$ cat src/rtl/id_decode_pipe_if.sv
// Purpose: IF/ID -> ID -> ID/EX handshake and registered decode bus of id_decode_pipe.
// Ports: upstream if_valid_i/pc_i/inst_i with id_ready_o back; downstream ex_ready_i/flush_i
//        in, ex_valid_o plus the registered decode fields out. slave = decode stage, master = neighbours.
interface id_decode_pipe_if #(
  parameter int XLEN = 32,
  parameter int AW   = 5
);
  // IF/ID side
  logic            if_valid_i;
  logic [XLEN-1:0] pc_i;
  logic [31:0]     inst_i;
  logic            id_ready_o;
  // EX side control
  logic            ex_ready_i;
  logic            flush_i;
  // ID/EX register contents
  logic            ex_valid_o;
  logic [XLEN-1:0] pc_o;
  logic [XLEN-1:0] reg1_o;
  logic [XLEN-1:0] reg2_o;
  logic [XLEN-1:0] imm_o;
  logic [6:0]      opcode_o;
  logic [2:0]      funct3_o;
  logic            funct7b_o;
  logic            wreg_o;
  logic [AW-1:0]   wd_o;

  modport slave (
    input  if_valid_i, pc_i, inst_i, ex_ready_i, flush_i,
    output id_ready_o, ex_valid_o, pc_o, reg1_o, reg2_o, imm_o,
           opcode_o, funct3_o, funct7b_o, wreg_o, wd_o
  );

  modport master (
    output if_valid_i, pc_i, inst_i, ex_ready_i, flush_i,
    input  id_ready_o, ex_valid_o, pc_o, reg1_o, reg2_o, imm_o,
           opcode_o, funct3_o, funct7b_o, wreg_o, wd_o
  );
endinterface

$ cat src/rtl/id_decode_pipe.sv
// Purpose: RV32I decode stage with operand bypass, ID-resolved jumps/branches, load-use scoreboard
//          and a built-in ID/EX register. Latency: one cycle from fire to ex_valid_o.
// Ports: io (pipeline handshake + ID/EX bus), regfile read port, NFWD bypass ports, write-back port,
//        jump_o/jump_addr_o redirect and load_stall_o. Backpressure: ID/EX holds while ex_ready_i is low.
module id_decode_pipe #(
  parameter  int XLEN = 32,
  parameter  int NREG = 32,
  parameter  int NFWD = 2,
  localparam int AW   = $clog2(NREG)
) (
  input  logic                 clk,
  input  logic                 rst,
  id_decode_pipe_if.slave      io,
  output logic                 reg1_read_o,
  output logic                 reg2_read_o,
  output logic [AW-1:0]        reg1_addr_o,
  output logic [AW-1:0]        reg2_addr_o,
  input  logic [XLEN-1:0]      reg1_data_i,
  input  logic [XLEN-1:0]      reg2_data_i,
  input  logic [NFWD-1:0]      fwd_valid_i,
  input  logic [NFWD*AW-1:0]   fwd_addr_i,
  input  logic [NFWD*XLEN-1:0] fwd_data_i,
  input  logic                 wb_valid_i,
  input  logic [AW-1:0]        wb_addr_i,
  input  logic [XLEN-1:0]      wb_data_i,
  output logic                 jump_o,
  output logic [XLEN-1:0]      jump_addr_o,
  output logic                 load_stall_o
);

  localparam logic [6:0] OPC_LUI    = 7'b0110111;
  localparam logic [6:0] OPC_AUIPC  = 7'b0010111;
  localparam logic [6:0] OPC_JAL    = 7'b1101111;
  localparam logic [6:0] OPC_JALR   = 7'b1100111;
  localparam logic [6:0] OPC_BRANCH = 7'b1100011;
  localparam logic [6:0] OPC_LOAD   = 7'b0000011;
  localparam logic [6:0] OPC_STORE  = 7'b0100011;
  localparam logic [6:0] OPC_OPIMM  = 7'b0010011;
  localparam logic [6:0] OPC_OP     = 7'b0110011;

  // Operand source priority: x0, bypass ports in index order, write-back, regfile.
  function automatic logic [XLEN-1:0] pick_operand(
    input logic [AW-1:0]        addr,
    input logic [XLEN-1:0]      rf_data,
    input logic [NFWD-1:0]      fv,
    input logic [NFWD*AW-1:0]   fa,
    input logic [NFWD*XLEN-1:0] fd,
    input logic                 wv,
    input logic [AW-1:0]        wa,
    input logic [XLEN-1:0]      wdat
  );
    logic [XLEN-1:0] res;
    logic            hit;
    res = rf_data;
    hit = 1'b0;
    if (addr == '0) begin
      res = '0;
      hit = 1'b1;
    end
    for (int i = 0; i < NFWD; i++) begin
      if (!hit && fv[i] && (fa[i*AW +: AW] == addr)) begin
        res = fd[i*XLEN +: XLEN];
        hit = 1'b1;
      end
    end
    if (!hit && wv && (wa == addr)) begin
      res = wdat;
    end
    return res;
  endfunction

  // Instruction fields
  logic [31:0]     inst;
  logic [6:0]      opc;
  logic [2:0]      f3;
  logic [AW-1:0]   rd, rs1, rs2;
  logic [XLEN-1:0] imm_i, imm_s, imm_b, imm_u, imm_j;

  assign inst  = io.inst_i;
  assign opc   = inst[6:0];
  assign f3    = inst[14:12];
  assign rd    = AW'(inst[11:7]);
  assign rs1   = AW'(inst[19:15]);
  assign rs2   = AW'(inst[24:20]);
  assign imm_i = XLEN'($signed(inst[31:20]));
  assign imm_s = XLEN'($signed({inst[31:25], inst[11:7]}));
  assign imm_b = XLEN'($signed({inst[31], inst[7], inst[30:25], inst[11:8], 1'b0}));
  assign imm_u = XLEN'($signed({inst[31:12], 12'h000}));
  assign imm_j = XLEN'($signed({inst[31], inst[19:12], inst[20], inst[30:21], 1'b0}));

  // Opcode class decode; anything unrecognised falls through as a NOP.
  logic            rd1_en, rd2_en, writes, is_load, is_jal, is_jalr, is_br;
  logic [XLEN-1:0] imm_sel;

  always_comb begin
    rd1_en  = 1'b0;
    rd2_en  = 1'b0;
    writes  = 1'b0;
    is_load = 1'b0;
    is_jal  = 1'b0;
    is_jalr = 1'b0;
    is_br   = 1'b0;
    imm_sel = '0;
    case (opc)
      OPC_LUI, OPC_AUIPC: begin
        writes  = 1'b1;
        imm_sel = imm_u;
      end
      OPC_JAL: begin
        writes  = 1'b1;
        is_jal  = 1'b1;
        imm_sel = imm_j;
      end
      OPC_JALR: begin
        rd1_en  = 1'b1;
        writes  = 1'b1;
        is_jalr = 1'b1;
        imm_sel = imm_i;
      end
      OPC_LOAD: begin
        rd1_en  = 1'b1;
        writes  = 1'b1;
        is_load = 1'b1;
        imm_sel = imm_i;
      end
      OPC_OPIMM: begin
        rd1_en  = 1'b1;
        writes  = 1'b1;
        imm_sel = imm_i;
      end
      OPC_BRANCH: begin
        rd1_en  = 1'b1;
        rd2_en  = 1'b1;
        is_br   = 1'b1;
        imm_sel = imm_b;
      end
      OPC_STORE: begin
        rd1_en  = 1'b1;
        rd2_en  = 1'b1;
        imm_sel = imm_s;
      end
      OPC_OP: begin
        rd1_en  = 1'b1;
        rd2_en  = 1'b1;
        writes  = 1'b1;
      end
      default: ;
    endcase
  end

  logic wreg_dec;
  assign wreg_dec    = writes & (rd != '0);
  assign reg1_read_o = rd1_en;
  assign reg2_read_o = rd2_en;
  assign reg1_addr_o = rs1;
  assign reg2_addr_o = rs2;

  // Operands; a source the instruction does not read is presented as 0.
  logic [XLEN-1:0] op1, op2;
  assign op1 = rd1_en ? pick_operand(rs1, reg1_data_i, fwd_valid_i, fwd_addr_i, fwd_data_i,
                                     wb_valid_i, wb_addr_i, wb_data_i) : '0;
  assign op2 = rd2_en ? pick_operand(rs2, reg2_data_i, fwd_valid_i, fwd_addr_i, fwd_data_i,
                                     wb_valid_i, wb_addr_i, wb_data_i) : '0;

  // Scoreboard: a write-back this cycle already satisfies the dependency, so it is
  // masked out of the hazard check rather than waiting for the registered clear.
  logic [NREG-1:0] pend_q, pend_d, pend_eff;
  logic            hazard, adv, fire;

  always_comb begin
    for (int r = 0; r < NREG; r++) begin
      pend_eff[r] = pend_q[r] & ~(wb_valid_i && (wb_addr_i == AW'(r)));
    end
  end

  assign hazard        = io.if_valid_i & ((rd1_en & pend_eff[rs1]) | (rd2_en & pend_eff[rs2]));
  assign load_stall_o  = ~rst & hazard;
  assign adv           = io.ex_ready_i | ~io.ex_valid_o;
  assign io.id_ready_o = ~rst & adv & ~hazard & ~io.flush_i;
  assign fire          = io.if_valid_i & io.id_ready_o;

  // Clear first, then set, so a load re-targeting the register being written back stays pending.
  always_comb begin
    pend_d = pend_q;
    if (wb_valid_i) begin
      pend_d[wb_addr_i] = 1'b0;
    end
    if (fire && is_load && (rd != '0)) begin
      pend_d[rd] = 1'b1;
    end
  end

  // Branch/jump resolution
  logic            br_taken, jump_hit;
  logic [XLEN-1:0] jump_tgt, jalr_sum;

  always_comb begin
    br_taken = 1'b0;
    case (f3)
      3'b000:  br_taken = (op1 == op2);
      3'b001:  br_taken = (op1 != op2);
      3'b100:  br_taken = ($signed(op1) <  $signed(op2));
      3'b101:  br_taken = ($signed(op1) >= $signed(op2));
      3'b110:  br_taken = (op1 <  op2);
      3'b111:  br_taken = (op1 >= op2);
      default: br_taken = 1'b0;
    endcase
  end

  assign jalr_sum = op1 + imm_i;

  always_comb begin
    jump_hit = 1'b0;
    jump_tgt = '0;
    if (is_jal) begin
      jump_hit = 1'b1;
      jump_tgt = io.pc_i + imm_j;
    end else if (is_jalr) begin
      jump_hit = 1'b1;
      jump_tgt = {jalr_sum[XLEN-1:1], 1'b0};
    end else if (is_br && br_taken) begin
      jump_hit = 1'b1;
      jump_tgt = io.pc_i + imm_b;
    end
  end

  assign jump_o      = fire & jump_hit;
  assign jump_addr_o = jump_o ? jump_tgt : '0;

  // ID/EX register
  logic            ex_valid_q, ex_valid_d;
  logic [XLEN-1:0] pc_q, pc_d, reg1_q, reg1_d, reg2_q, reg2_d, imm_q, imm_d;
  logic [6:0]      opcode_q, opcode_d;
  logic [2:0]      funct3_q, funct3_d;
  logic            funct7b_q, funct7b_d, wreg_q, wreg_d;
  logic [AW-1:0]   wd_q, wd_d;

  always_comb begin
    ex_valid_d = ex_valid_q;
    pc_d       = pc_q;
    reg1_d     = reg1_q;
    reg2_d     = reg2_q;
    imm_d      = imm_q;
    opcode_d   = opcode_q;
    funct3_d   = funct3_q;
    funct7b_d  = funct7b_q;
    wreg_d     = wreg_q;
    wd_d       = wd_q;
    if (io.flush_i || (adv && !fire)) begin
      // Bubble: flush wins over a stalled EX; an empty slot is also loaded as a bubble.
      ex_valid_d = 1'b0;
      pc_d       = '0;
      reg1_d     = '0;
      reg2_d     = '0;
      imm_d      = '0;
      opcode_d   = '0;
      funct3_d   = '0;
      funct7b_d  = 1'b0;
      wreg_d     = 1'b0;
      wd_d       = '0;
    end else if (adv) begin
      ex_valid_d = 1'b1;
      pc_d       = io.pc_i;
      reg1_d     = op1;
      reg2_d     = op2;
      imm_d      = imm_sel;
      opcode_d   = opc;
      funct3_d   = f3;
      funct7b_d  = inst[30];
      wreg_d     = wreg_dec;
      wd_d       = rd;
    end
  end

  always_ff @(posedge clk) begin
    if (rst) begin
      ex_valid_q <= 1'b0;
      pc_q       <= '0;
      reg1_q     <= '0;
      reg2_q     <= '0;
      imm_q      <= '0;
      opcode_q   <= '0;
      funct3_q   <= '0;
      funct7b_q  <= 1'b0;
      wreg_q     <= 1'b0;
      wd_q       <= '0;
      pend_q     <= '0;
    end else begin
      ex_valid_q <= ex_valid_d;
      pc_q       <= pc_d;
      reg1_q     <= reg1_d;
      reg2_q     <= reg2_d;
      imm_q      <= imm_d;
      opcode_q   <= opcode_d;
      funct3_q   <= funct3_d;
      funct7b_q  <= funct7b_d;
      wreg_q     <= wreg_d;
      wd_q       <= wd_d;
      pend_q     <= pend_d;
    end
  end

  assign io.ex_valid_o = ex_valid_q;
  assign io.pc_o       = pc_q;
  assign io.reg1_o     = reg1_q;
  assign io.reg2_o     = reg2_q;
  assign io.imm_o      = imm_q;
  assign io.opcode_o   = opcode_q;
  assign io.funct3_o   = funct3_q;
  assign io.funct7b_o  = funct7b_q;
  assign io.wreg_o     = wreg_q;
  assign io.wd_o       = wd_q;

endmodule

$ cat src/flat_wrapper.sv
// flat-port wrapper written by rule: the top's interface ports become plain ports
module id_decode_pipe_flat 
#(
  parameter  int XLEN = 32,
  parameter  int NREG = 32,
  parameter  int NFWD = 2,
  localparam int AW   = $clog2(NREG)
)
  (clk, rst, reg1_read_o, reg2_read_o, reg1_addr_o, reg2_addr_o, reg1_data_i, reg2_data_i, fwd_valid_i, fwd_addr_i, fwd_data_i, wb_valid_i, wb_addr_i, wb_data_i, jump_o, jump_addr_o, load_stall_o, io_if_valid_i, io_pc_i, io_inst_i, io_ex_ready_i, io_flush_i, io_id_ready_o, io_ex_valid_o, io_pc_o, io_reg1_o, io_reg2_o, io_imm_o, io_opcode_o, io_funct3_o, io_funct7b_o, io_wreg_o, io_wd_o);
  id_decode_pipe_if #(.XLEN(XLEN), .AW(5)) io_i ();
  input  logic clk;
  input  logic rst;
  output logic reg1_read_o;
  output logic reg2_read_o;
  output logic [AW-1:0] reg1_addr_o;
  output logic [AW-1:0] reg2_addr_o;
  input  logic [XLEN-1:0] reg1_data_i;
  input  logic [XLEN-1:0] reg2_data_i;
  input  logic [NFWD-1:0] fwd_valid_i;
  input  logic [NFWD*AW-1:0] fwd_addr_i;
  input  logic [NFWD*XLEN-1:0] fwd_data_i;
  input  logic wb_valid_i;
  input  logic [AW-1:0] wb_addr_i;
  input  logic [XLEN-1:0] wb_data_i;
  output logic jump_o;
  output logic [XLEN-1:0] jump_addr_o;
  output logic load_stall_o;
  input wire logic [$bits(io_i.if_valid_i)-1:0] io_if_valid_i;
  input wire logic [$bits(io_i.pc_i)-1:0] io_pc_i;
  input wire logic [$bits(io_i.inst_i)-1:0] io_inst_i;
  input wire logic [$bits(io_i.ex_ready_i)-1:0] io_ex_ready_i;
  input wire logic [$bits(io_i.flush_i)-1:0] io_flush_i;
  output wire logic [$bits(io_i.id_ready_o)-1:0] io_id_ready_o;
  output wire logic [$bits(io_i.ex_valid_o)-1:0] io_ex_valid_o;
  output wire logic [$bits(io_i.pc_o)-1:0] io_pc_o;
  output wire logic [$bits(io_i.reg1_o)-1:0] io_reg1_o;
  output wire logic [$bits(io_i.reg2_o)-1:0] io_reg2_o;
  output wire logic [$bits(io_i.imm_o)-1:0] io_imm_o;
  output wire logic [$bits(io_i.opcode_o)-1:0] io_opcode_o;
  output wire logic [$bits(io_i.funct3_o)-1:0] io_funct3_o;
  output wire logic [$bits(io_i.funct7b_o)-1:0] io_funct7b_o;
  output wire logic [$bits(io_i.wreg_o)-1:0] io_wreg_o;
  output wire logic [$bits(io_i.wd_o)-1:0] io_wd_o;
  assign io_i.if_valid_i = io_if_valid_i;
  assign io_i.pc_i = io_pc_i;
  assign io_i.inst_i = io_inst_i;
  assign io_i.ex_ready_i = io_ex_ready_i;
  assign io_i.flush_i = io_flush_i;
  assign io_id_ready_o = io_i.id_ready_o;
  assign io_ex_valid_o = io_i.ex_valid_o;
  assign io_pc_o = io_i.pc_o;
  assign io_reg1_o = io_i.reg1_o;
  assign io_reg2_o = io_i.reg2_o;
  assign io_imm_o = io_i.imm_o;
  assign io_opcode_o = io_i.opcode_o;
  assign io_funct3_o = io_i.funct3_o;
  assign io_funct7b_o = io_i.funct7b_o;
  assign io_wreg_o = io_i.wreg_o;
  assign io_wd_o = io_i.wd_o;
  id_decode_pipe #(.XLEN(XLEN), .NREG(NREG), .NFWD(NFWD)) u_core (.clk(clk), .rst(rst), .io(io_i), .reg1_read_o(reg1_read_o), .reg2_read_o(reg2_read_o), .reg1_addr_o(reg1_addr_o), .reg2_addr_o(reg2_addr_o), .reg1_data_i(reg1_data_i), .reg2_data_i(reg2_data_i), .fwd_valid_i(fwd_valid_i), .fwd_addr_i(fwd_addr_i), .fwd_data_i(fwd_data_i), .wb_valid_i(wb_valid_i), .wb_addr_i(wb_addr_i), .wb_data_i(wb_data_i), .jump_o(jump_o), .jump_addr_o(jump_addr_o), .load_stall_o(load_stall_o));
endmodule
$ cat config.mk
export PLATFORM = sky130hd
export DESIGN_NAME = id_decode_pipe_flat
export DESIGN_NICKNAME = d
export VERILOG_FILES = /design/src/rtl/id_decode_pipe_if.sv /design/src/rtl/id_decode_pipe.sv /design/src/flat_wrapper.sv
export SDC_FILE = /design/constraint.sdc
export NUM_CORES = 1
export LEC_CHECK = 0
export BUFFER_PORTS_ARGS = -buffer_cell sky130_fd_sc_hd__buf_2
export CAP_MARGIN = 40
export CORE_ASPECT_RATIO = 0.75
export CORE_MARGIN = 4
export CORE_UTILIZATION = 45
export DETAILED_ROUTE_END_ITERATION = 10
export PLACE_DENSITY = 0.71
export SLEW_MARGIN = 20
export SYNTH_ARGS = -nofsm -noshare
export SYNTH_HDL_FRONTEND = slang
export SYNTH_SLANG_ARGS = --single-unit
$ cat constraint.sdc
create_clock -name clk -period 16.2 [get_ports clk]
set_input_delay 4.86 -clock clk [delete_from_list [all_inputs] [get_ports clk]]
set_output_delay 4.86 -clock clk [all_outputs]
set_load 0.02 [all_outputs]
**Word level (Yosys, flattened, before mapping)**

Cells that the tools add are included.

- Bits in registers: 178
- Bits in latches: 0
- Bits in writable memories: 0
- Bits in read-only memories: 0
- Memories kept: 0

- $add $sub $neg: 3
- Multipliers: 0
- Div/mod/pow operators: 0
- Order comparisons: 10
- Equality and inequality tests: 53
- Shift-type cells: 0
- Mux-type cells: 42
- Bitwise gates (word level): 83
- Reductions and logical operators: 69

Operators with widths:

| kind | count |
|---|---|
| 32-bit two-way mux | 16 |
| 32-bit case mux with 5 select lines | 1 |
| 32-bit adder | 3 |
| 5-bit == test (second input constant) | 16 |
| 32-bit greater-or-equal comparator | 2 |
| 32-bit less-than comparator | 2 |
| 1-bit logical AND | 50 |
| 1-bit AND | 42 |
| 5-bit by 4-bit == test with 1-bit output (second input constant) | 8 |
| 1-bit inverter | 36 |
| 32-bit AND | 1 |
| 32-bit == test | 1 |
| 32-bit inequality test | 1 |
| 32-bit inverter | 1 |
| 32-bit bitwise OR | 1 |
| 5-bit == test | 6 |
| 5-bit by 6-bit less-than comparator with 1-bit output (second input constant) | 4 |
| 7-bit by 6-bit == test with 1-bit output (second input constant) | 3 |
| 7-bit == test (second input constant) | 3 |
| 5-bit by 3-bit == test with 1-bit output (second input constant) | 4 |
| 1-bit two-way mux | 20 |
| 5-bit zero test | 3 |
| 7-bit by 5-bit == test with 1-bit output (second input constant) | 2 |
| 3-bit == test (second input constant) | 4 |
| other kinds (17) | 30 |

**Depth between registers and ports, before layout**

Gate-level depths: netlist of the first run.

- Word-level depth: 23
- Mapped depth: 26

**Worst setup path before layout of the first run**

Ideal clock, no wire load.

- Path kind: input to output
- Start point: in io_inst_i[15]
- End point: out jump_addr_o[29]
- Arrival: 10.276 ns
- Setup slack: 1.064 ns
- Stages on the path: 24
- Cell sequence: buf_2 xnor2_1 nand4_1 nor2_1 clkbuf_1 clkbuf_1 mux2i_1 a21oi_1 a22oi_1 nor2_1 ha_1 a21o_1 a21o_1 a221o_1 a211oi_1 o211a_1 o21a_1 a21oi_1 mux2i_1 or4_4 nor2_4 o21bai_1 buf_2 a221oi_1

- Longest elaborated chain between the ends: 23
- Elaborated cells on any way between the ends: 48
- Those cells by class: add/sub (2); order compare (4); eq/ne (5); mux (18); bitwise (8); reduce/logical (11)

Ends and longest elaborated chain:

| item | line | RTL |
|---|---|---|
| start: declaration | flat_wrapper.sv:30 | `input wire logic [$bits(io_i.inst_i)-1:0] io_inst_i;` |
| 5-bit zero test | id_decode_pipe.sv:56 | `if (addr == '0) begin` |
| 1-bit two-way mux | id_decode_pipe.sv:56 |  |
| 1-bit zero test | id_decode_pipe.sv:61 | `if (!hit && fv[i] && (fa[i*AW +: AW] == addr)) begin` |
| 1-bit logical AND (2 in series) | id_decode_pipe.sv:61 |  |
| 1-bit two-way mux | id_decode_pipe.sv:61 |  |
| 1-bit zero test | id_decode_pipe.sv:61 |  |
| 1-bit logical AND (2 in series) | id_decode_pipe.sv:61 |  |
| 1-bit two-way mux | id_decode_pipe.sv:61 |  |
| (+5 left out) | - |  |
| named net u_core.op1[5] | id_decode_pipe.sv:159 | `logic [XLEN-1:0] op1, op2;` |
| 32-bit greater-or-equal comparator, or another cell as far along | id_decode_pipe.sv:205 | `3'b111: br_taken = (op1 >= op2);` |
| 1-bit case mux with 6 select lines | id_decode_pipe.sv:199 | `case (f3)` |
| 1-bit logical AND | id_decode_pipe.sv:221 | `end else if (is_br && br_taken) begin` |
| 1-bit two-way mux | id_decode_pipe.sv:221 |  |
| 1-bit two-way mux | id_decode_pipe.sv:218 | `end else if (is_jalr) begin` |
| 1-bit two-way mux | id_decode_pipe.sv:215 | `if (is_jal) begin` |
| 1-bit AND | id_decode_pipe.sv:227 | `assign jump_o = fire & jump_hit;` |
| 32-bit two-way mux * | id_decode_pipe.sv:228 | `assign jump_addr_o = jump_o ? jump_tgt : '0;` |
| end: declaration | flat_wrapper.sv:26 | `output logic [XLEN-1:0] jump_addr_o;` |

Mark *: on every way through the listed nets, which the timed path passes. The rest lies on a longest branch. The select of a mux whose other input is x is not followed.

**Final worst setup path of the first run**

- Start point: in io_inst_i[18]
- End point: out jump_addr_o[9]

- Longest elaborated chain between the ends: 23
- Elaborated cells on any way between the ends: 47
- Those cells by class: add/sub (1); order compare (4); eq/ne (5); mux (18); bitwise (8); reduce/logical (11)

Ends and longest elaborated chain:

| item | line |
|---|---|
| 5-bit zero test | id_decode_pipe.sv:56 |
| 1-bit two-way mux | id_decode_pipe.sv:56 |
| 1-bit zero test | id_decode_pipe.sv:61 |
| 1-bit logical AND (2 in series) | id_decode_pipe.sv:61 |
| 1-bit two-way mux | id_decode_pipe.sv:61 |
| 1-bit zero test | id_decode_pipe.sv:61 |
| 1-bit logical AND (2 in series) | id_decode_pipe.sv:61 |
| 1-bit two-way mux | id_decode_pipe.sv:61 |
| (+5 left out) | - |
| named net u_core.op1[28] | id_decode_pipe.sv:159 |
| 32-bit greater-or-equal comparator, or another cell as far along | id_decode_pipe.sv:205 |
| 1-bit case mux with 6 select lines * | id_decode_pipe.sv:199 |
| 1-bit logical AND * | id_decode_pipe.sv:221 |
| 1-bit two-way mux | id_decode_pipe.sv:221 |
| 1-bit two-way mux | id_decode_pipe.sv:218 |
| 1-bit two-way mux | id_decode_pipe.sv:215 |
| 1-bit AND | id_decode_pipe.sv:227 |
| 32-bit two-way mux * | id_decode_pipe.sv:228 |

Marked as above.

==> results.toml, run 1 <==
[timing]
tightest_slew_ps = 807
relSlewSlack_pct = 46.2
setup_violations = 0
timing.hold.ws_ps = 449
post-route-period-util_pct = 98.3
clock_skew_ps = 20.9
maxSlewViolCount = 0
hold_viol = 0
layout_setup_ws_ps = 281
fmax_ghz = 0.0628
tns_ps = 0
grt_setup_unrepaired = "false"
finalCriticalPeriod_ps = 15920

[worst_setup_path]
critPathLaunch = "io_inst_i[18]"
r2r_setup_slack_ps = 12370
cp_top_family = "simple AND/OR/NAND/NOR gates"
critPathBufInv = 4
max_stage_delay_ps = 590
crit_path_end_kind = "output pin"
path_cells = "buf_2 -> xor2_1 -> nor4_4 -> nand3_1 -> nor4b_2 -> buf_4 -> a22oi_1 -> nor2_1 -> ha_1 -> nand4_1 -> nor4_1 -> a31o_2 -> a211oi_1 -> o211a_1 -> o21a_1 -> a21oi_1 -> mux2i_1 -> or4_4 -> nor2_4 -> buf_4 -> a221oi_1 -> a21o_1 -> a21oi_1 -> buf_2"
cp_slowest_cell = "or4_4"
path_max_fanout = 30
worstSetupPathType = "primary input to output pin"
worstSetupStartpointType = "primary input"
reg2reg_from = "u_core.pend_q[21]$_SDFF_PP0_"
cp_data_arrival_time_ps = 11060
required_ps = 11340

[logic_synthesis]
synthesis.nets = 2441
synthDistinctLibCells = 83
syn-cell-area_sq_um = 15300
synthCells = 2088
yosysWarnings = 0
syn_area_per_cell_sq_um = 7.31
synth_enable_flop_cells = 0
ys_seq_area_share_pct = 23.3
ys_seq_elements = 178
ys_async_sr_fraction_pct = 0
synthFlopType = "dfxtp_1"

[global_route]
track_usage_pct = 35.2
grt_pass1_vias = 16628
grt_overflow = 0
antenna_found_initial = 10
grt_max_degree = 88
grt_pass1_wl_microns = 101000

[floorplanning]
die_w_microns = 221
die_y_microns = 168
die_area_sq_um = 37000
start_util_pct = 45.5
ioPinCount = 440
placementRows = 58
core_sq_um = 33500

[routing]
viasPerCell = 6.19
wirelength_microns = 68000
drt-pass1-iter-count = 6
drt.antenna.violating_nets = 0
drt_iter0_drc = 2078
drc = 0
wl_per_cell_microns = 23.5
vias = 17936

[power_and_ir_drop]
p_per_area_nw_per_um2 = 65.3
p_leak_nw = 8.50
ir_worst_vdd_v = 0.0000602

[place]
gp_congestion = 1.02
hpwl_microns = 53800
dp_slack_ps = 450
port_buffers = 439

[clocking]
htreeDepth = 4
cts_buffer_depth = 2
cts_root_buffer = "clkbuf_16"
cts_tree = "yes"
cts_sinks = 178
clk_latency_ps = 460
post_cts_resize_count = 0
cts_hold_repair.buffers = 0
post_cts_buffers = 0
cts_buffers = 17
clk_pin_slew_worst_paths_ps = 80

[job]
timing.max_cap.violations = 0

[outcome]
run_status = "completed"

[layout]
drive_gt1_share_pct = 23.0
final_nets = 2777
postLayoutCoreUtil_pct = 55.1
syn_to_final_growth_pct = 21.1

[hold_path]
min_from = "u_core.io.pc_o[13]$_SDFFE_PP0N_"
hp-class = "register to register"
-- routing by layer --
layer	routed length, microns	track usage (%)	vias up
met1	29500	49.7	8575
met3	6890	7.76	121
met5	7	0	-
met2	29400	53.3	1041
li1	-	-	8197
met4	2210	12.0	2
-- cells in the mapped netlist, types with 12 or more instances --
| cell type | instances | share of area [%] |
|---|---|---|
| clkbuf_1 | 119 | 2.9 |
| nand2_1 | 293 | 7.2 |
| o21bai_1 | 13 | 0.64 |
| a31oi_1 | 22 | 0.90 |
| inv_1 | 33 | 0.81 |
| buf_1 | 17 | 0.42 |
| nand3_1 | 51 | 1.7 |
| a22oi_1 | 41 | 2.0 |
| o22ai_1 | 25 | 1.0 |
| nor2_1 | 246 | 6.0 |
| nor3_1 | 27 | 0.88 |
| o21a_1 | 12 | 0.59 |
| xnor2_1 | 61 | 3.5 |
| a21o_1 | 47 | 2.3 |
| a21oi_1 | 288 | 9.4 |
| ha_1 | 103 | 8.4 |
| dfxtp_1 | 178 | 23 |
| xor2_1 | 45 | 2.6 |
| nor2b_1 | 18 | 0.74 |
| nand4_1 | 15 | 0.61 |
| o21ai_0 | 101 | 3.3 |
| mux4_2 | 20 | 2.9 |
| a22o_1 | 31 | 1.8 |
| a211oi_1 | 14 | 0.69 |
| a221oi_1 | 12 | 0.69 |
| mux2i_1 | 68 | 4.5 |
| nand2b_1 | 22 | 0.90 |
-- worst paths after layout --
kind,to,depth (start not counted)
max reg2reg,u_core.io.pc_o[28]$_SDFFE_PP0N_,13
min reg2reg,u_core.io.pc_o[13]$_SDFFE_PP0N_,2
min,u_core.io.pc_o[13]$_SDFFE_PP0N_,2
max,jump_addr_o[9],24
-- registers in the layout (all words and copies together) (netlist names), 3 cells and up --
name,flops
u_core.pend_q,32
u_core.io.imm_o,32
u_core.io.funct3_o,3
u_core.io.pc_o,32
u_core.io.reg2_o,32
u_core.io.reg1_o,32
u_core.io.opcode_o,7
u_core.io.wd_o,5
-- cell type report --
class                   count  area (sq um)
multi-input cells        1715         11000
fillers                  3264         15000
clock inverters            15           199
well taps                 450           563
repair buffers            478          2630
clock buffers              17           425
flip-flops and latches    178          3560
diodes                     10          25.0
inverters                  34           128
-- per-stage QoR --
step                      power, mW  cell area [sq um]  instances
final                          1.21              18500       2897
after detailed placement      0.763              17700       2850
after floorplan               0.647              15300       2088
after global placement        0.761              17700       2848
after global routing           1.25              18500       2895
after CTS                      1.20              18400       2882
-- cells in the final DEF, fill, tap and decap left out, drive strengths merged, types with 20 or more instances in the layout --
cell type,n
mux2i,68
mux4,20
dfxtp,178
a22o,31
a31oi,22
nor3,27
o21ai,107
buf,477
nor2,247
inv,41
ha,103
a21oi,288
nand3,51
o22ai,25
nand2b,22
nand2,293
a22oi,41
xnor2,61
xor2,45
a21o,47
-- where the power goes --
part | internal (mW) | leakage (nW) | switching, mW
sequential | 0.439 | 1.43 | 0.000911
combinational | 0.125 | 6.77 | 0.200
clock | 0.213 | 0.301 | 0.229
total | 0.777 | 8.50 | 0.429
-- cells by family (layout without fill, tap and decap cells) --
logic type,count (synthesis),in the layout,share of synthesized area (%)
muxes,88,88,7.41
other,0,10,0
xor gates and xnor gates,106,106,6.08
adders and majority gates,107,107,8.90
DFF,178,178,23.3
AOI/OAI and AO/OA,680,680,27.8
and+or+nand+nor,734,734,21.2
buffers and inverters,195,544,5.30
-- tightest hold or removal path, cell delays in order (launching register included) --
cell and delay [ps]:
dfxtp_1 310, nand2_1 50, a21oi_1 50
Power figures use the tool's default switching activity.
==> inputs of run 2 (changes only) <==
--- a/config.mk
+++ b/config.mk
@@ -5,14 +5,16 @@
 export SDC_FILE = /design/constraint.sdc
 export NUM_CORES = 1
 export LEC_CHECK = 0
+export ABC_AREA = 1
 export BUFFER_PORTS_ARGS = -buffer_cell sky130_fd_sc_hd__buf_2
 export CAP_MARGIN = 40
 export CORE_ASPECT_RATIO = 0.75
 export CORE_MARGIN = 4
 export CORE_UTILIZATION = 45
 export DETAILED_ROUTE_END_ITERATION = 10
-export PLACE_DENSITY = 0.71
+export PLACE_DENSITY = 0.7
 export SLEW_MARGIN = 20
 export SYNTH_ARGS = -nofsm -noshare
 export SYNTH_HDL_FRONTEND = slang
 export SYNTH_SLANG_ARGS = --single-unit
+export TNS_END_PERCENT = 5
==> run 2 against run 1 <==
Effect of this change:
- critical endpoint is now jump_addr_o[27]
- clock power rose by 4%
- area after synthesis grew 6.1%
- largest power group unchanged
- worst setup slack gained 330 ps
- via count is 16% higher
==> results.toml, run 2 <==
[worst_setup_path]
required_ps = 11340
cp_data_arrival_time_ps = 10730
critPathBufInv = 6
worstSetupStartpointType = "primary input"
cp_slowest_cell = "a21oi_1"
r2r_setup_slack_ps = 12950
worstSetupPathType = "primary input to output pin"
path_common_cell = "nand2_1"
cp_top_family = "simple AND/OR/NAND/NOR gates"
max_stage_delay_ps = 620
path_max_fanout = 21
crit_path_end_kind = "output pin"
worstReg2RegEnd = "u_core.io.reg1_o[13]$_SDFFE_PP0N_"
reg2reg_from = "u_core.pend_q[9]$_SDFF_PP0_"
reg2reg_depth = 17

[timing]
clock_skew_ps = 16.9
finalCriticalPeriod_ps = 15590
grt_setup_unrepaired = "false"
setup_violations = 0
hold_viol = 0
fmax_ghz = 0.0641
relSlewSlack_pct = 39.4
maxSlewViolCount = 0
tns_ps = 0
tightest_slew_ps = 908
post-route-period-util_pct = 96.2

[floorplanning]
die_area_sq_um = 39100
placementRows = 59
start_util_pct = 46.1
die_w_microns = 227
core_sq_um = 35100
die_y_microns = 172
ioPinCount = 440

[logic_synthesis]
synth_area_leader_cell = "dfxtp_1"
synth_commonest_cells = "nand2_1, a21oi_1, inv_1"
ys_seq_area_share_pct = 22.0
synth_most_common_cell = "nand2_1"
ys_top_cells_by_area = "dfxtp_1, nand2_1, a21oi_1"
synthesis.nets = 3020
syn-cell-area_sq_um = 16200
synth_enable_flop_cells = 0
synth_top_area_share_pct = 22.0
syn_area_per_cell_sq_um = 6.08
synthDistinctLibCells = 48
ys_async_sr_fraction_pct = 0
synthFlopType = "dfxtp_1"
synthCells = 2667
yosysWarnings = 0
ys_seq_elements = 178

[clocking]
cts_tree = "yes"
clk_latency_ps = 480
clk_pin_slew_worst_paths_ps = 70
cts_buffer_depth = 2
cts_root_buffer = "clkbuf_16"
post_cts_buffers = 0
cts_hold_repair.buffers = 0
cts_sinks = 178
cts_buffers = 17
htreeDepth = 4
post_cts_resize_count = 0

[power_and_ir_drop]
p_per_area_nw_per_um2 = 63.0
seqPwrFrac_pct = 35.9
ir_worst_vdd_v = 0.0000659
switching_share_pct = 37.0
combPwrFrac_pct = 26.7
power.internal_mw = 0.773
switchingPower_mw = 0.453
clkPwrFrac_pct = 37.5
p_leak_nw = 9.35

[layout]
design_area_sq_um = 19400
final_nets = 3385
syn_to_final_growth_pct = 20.0
final_cell_mix = "nand2_1, buf_2, a21oi_1, inv_1, o21ai_0"
final_common_cell = "nand2_1"
drive_gt1_share_pct = 19.7

[routing]
drc = 0
drt.antenna.violating_nets = 0
vias = 20878
wl_per_cell_microns = 22.3
wirelength_microns = 78000
drt_iter0_drc = 2596
viasPerCell = 5.96
drt-pass1-iter-count = 6

[place]
port_buffers = 439
place_area_sq_um = 18800
hpwl_microns = 61200
gp_congestion = 1.01

[global_route]
track_usage_pct = 37.9
antenna_found_initial = 2
grt_pass1_vias = 19168
grt_overflow = 0
grt_max_degree = 75
grt_pass1_wl_microns = 115000

[hold_path]
hp-class = "register to register"
whs_path_depth = 2
min_from = "u_core.io.imm_o[31]$_SDFFE_PP0N_"
holdPathEnd = "u_core.io.imm_o[31]$_SDFFE_PP0N_"

[outcome]
run_status = "completed"

[job]
timing.max_cap.violations = 0
run 2: changes by cell type in the layout (fill, tap and decap cells not counted), moves of 31 or more:
cell	previous run	this run
a22o_1	31	0
nand3_1	49	139
a21o_1	47	1
nor2_1	243	201
xnor2_1	61	20
mux2i_1	68	0
a21oi_1	288	333
nand2_1	292	682
o21ai_0	101	226
inv_1	33	240
or2_2	2	38
run 2: area by class of cell:
type / instances / area, sq um
clock inverter: 14 / 186
antenna: 1 / 2.50
fill: 3632 / 15700
sequential: 178 / 3560
clock buffer: 17 / 425
tap: 457 / 572
timing repair buffer: 488 / 2650
multi-input combinational: 2098 / 11100
inverter: 249 / 937
run 2: tightest hold or removal path, stage by stage, from the launching register on:
cell and delay, ps:
dfxtp_1 310, nand2_1 60, a21oi_1 50
run 2: how the worst max path moves through the flow:
stage	startpoint	to	slack [ps]	depth (start not counted)
after floorplan	io_inst_i[20]	jump_addr_o[0]	2350	30
after global placement	io_inst_i[15]	jump_addr_o[0]	870	28
after detailed placement	io_inst_i[15]	jump_addr_o[27]	710	30
after CTS	io_inst_i[15]	jump_addr_o[27]	680	30
after global routing	io_inst_i[20]	jump_addr_o[17]	190	31
final	io_inst_i[16]	jump_addr_o[27]	610	30
run 2: power groups by stage:
stage          clock (mW)  combinational, mW  sequential (mW)
2_1_floorplan           0              0.191            0.452
3_3_place_gp            0              0.313            0.450
3_5_place_dp            0              0.314            0.450
4_1_cts             0.461              0.316            0.440
5_1_grt             0.474              0.356            0.440
6_report            0.460              0.327            0.440
run 2: through the flow:
stage	instances	hold WS, ps	utilization, %	worst slack [ps]	total power, mW
2_1_floorplan	2667	472	-	2350	0.643
3_3_place_gp	3464	448	53.3	865	0.763
3_5_place_dp	3466	452	53.4	709	0.764
4_1_cts	3497	464	55.2	683	1.22
5_1_grt	3502	478	55.3	188	1.27
6_report	3502	463	55.3	610	1.23
run 2: per-layer routing:
layer,share of wire (%),vias to the layer above,track usage [%]
met5,0,-,0
met4,3.4,0,12.1
met3,12,179,9.81
met2,42,1252,57.4
met1,43,9703,52.7
li1,-,9744,-
run 2: logic make-up (layout without fill, tap and decap cells):
logic type	count (synthesis)	after routing	synth area share [%]
adders and majority gates	106	106	8.32
other	0	1	0
xor gates and xnor gates	54	54	2.92
AOI/OAI and AO/OA	756	756	26.1
buffers and inverters	391	768	9.60
and+or+nand+nor	1182	1182	31.1
DFF	178	178	22.0
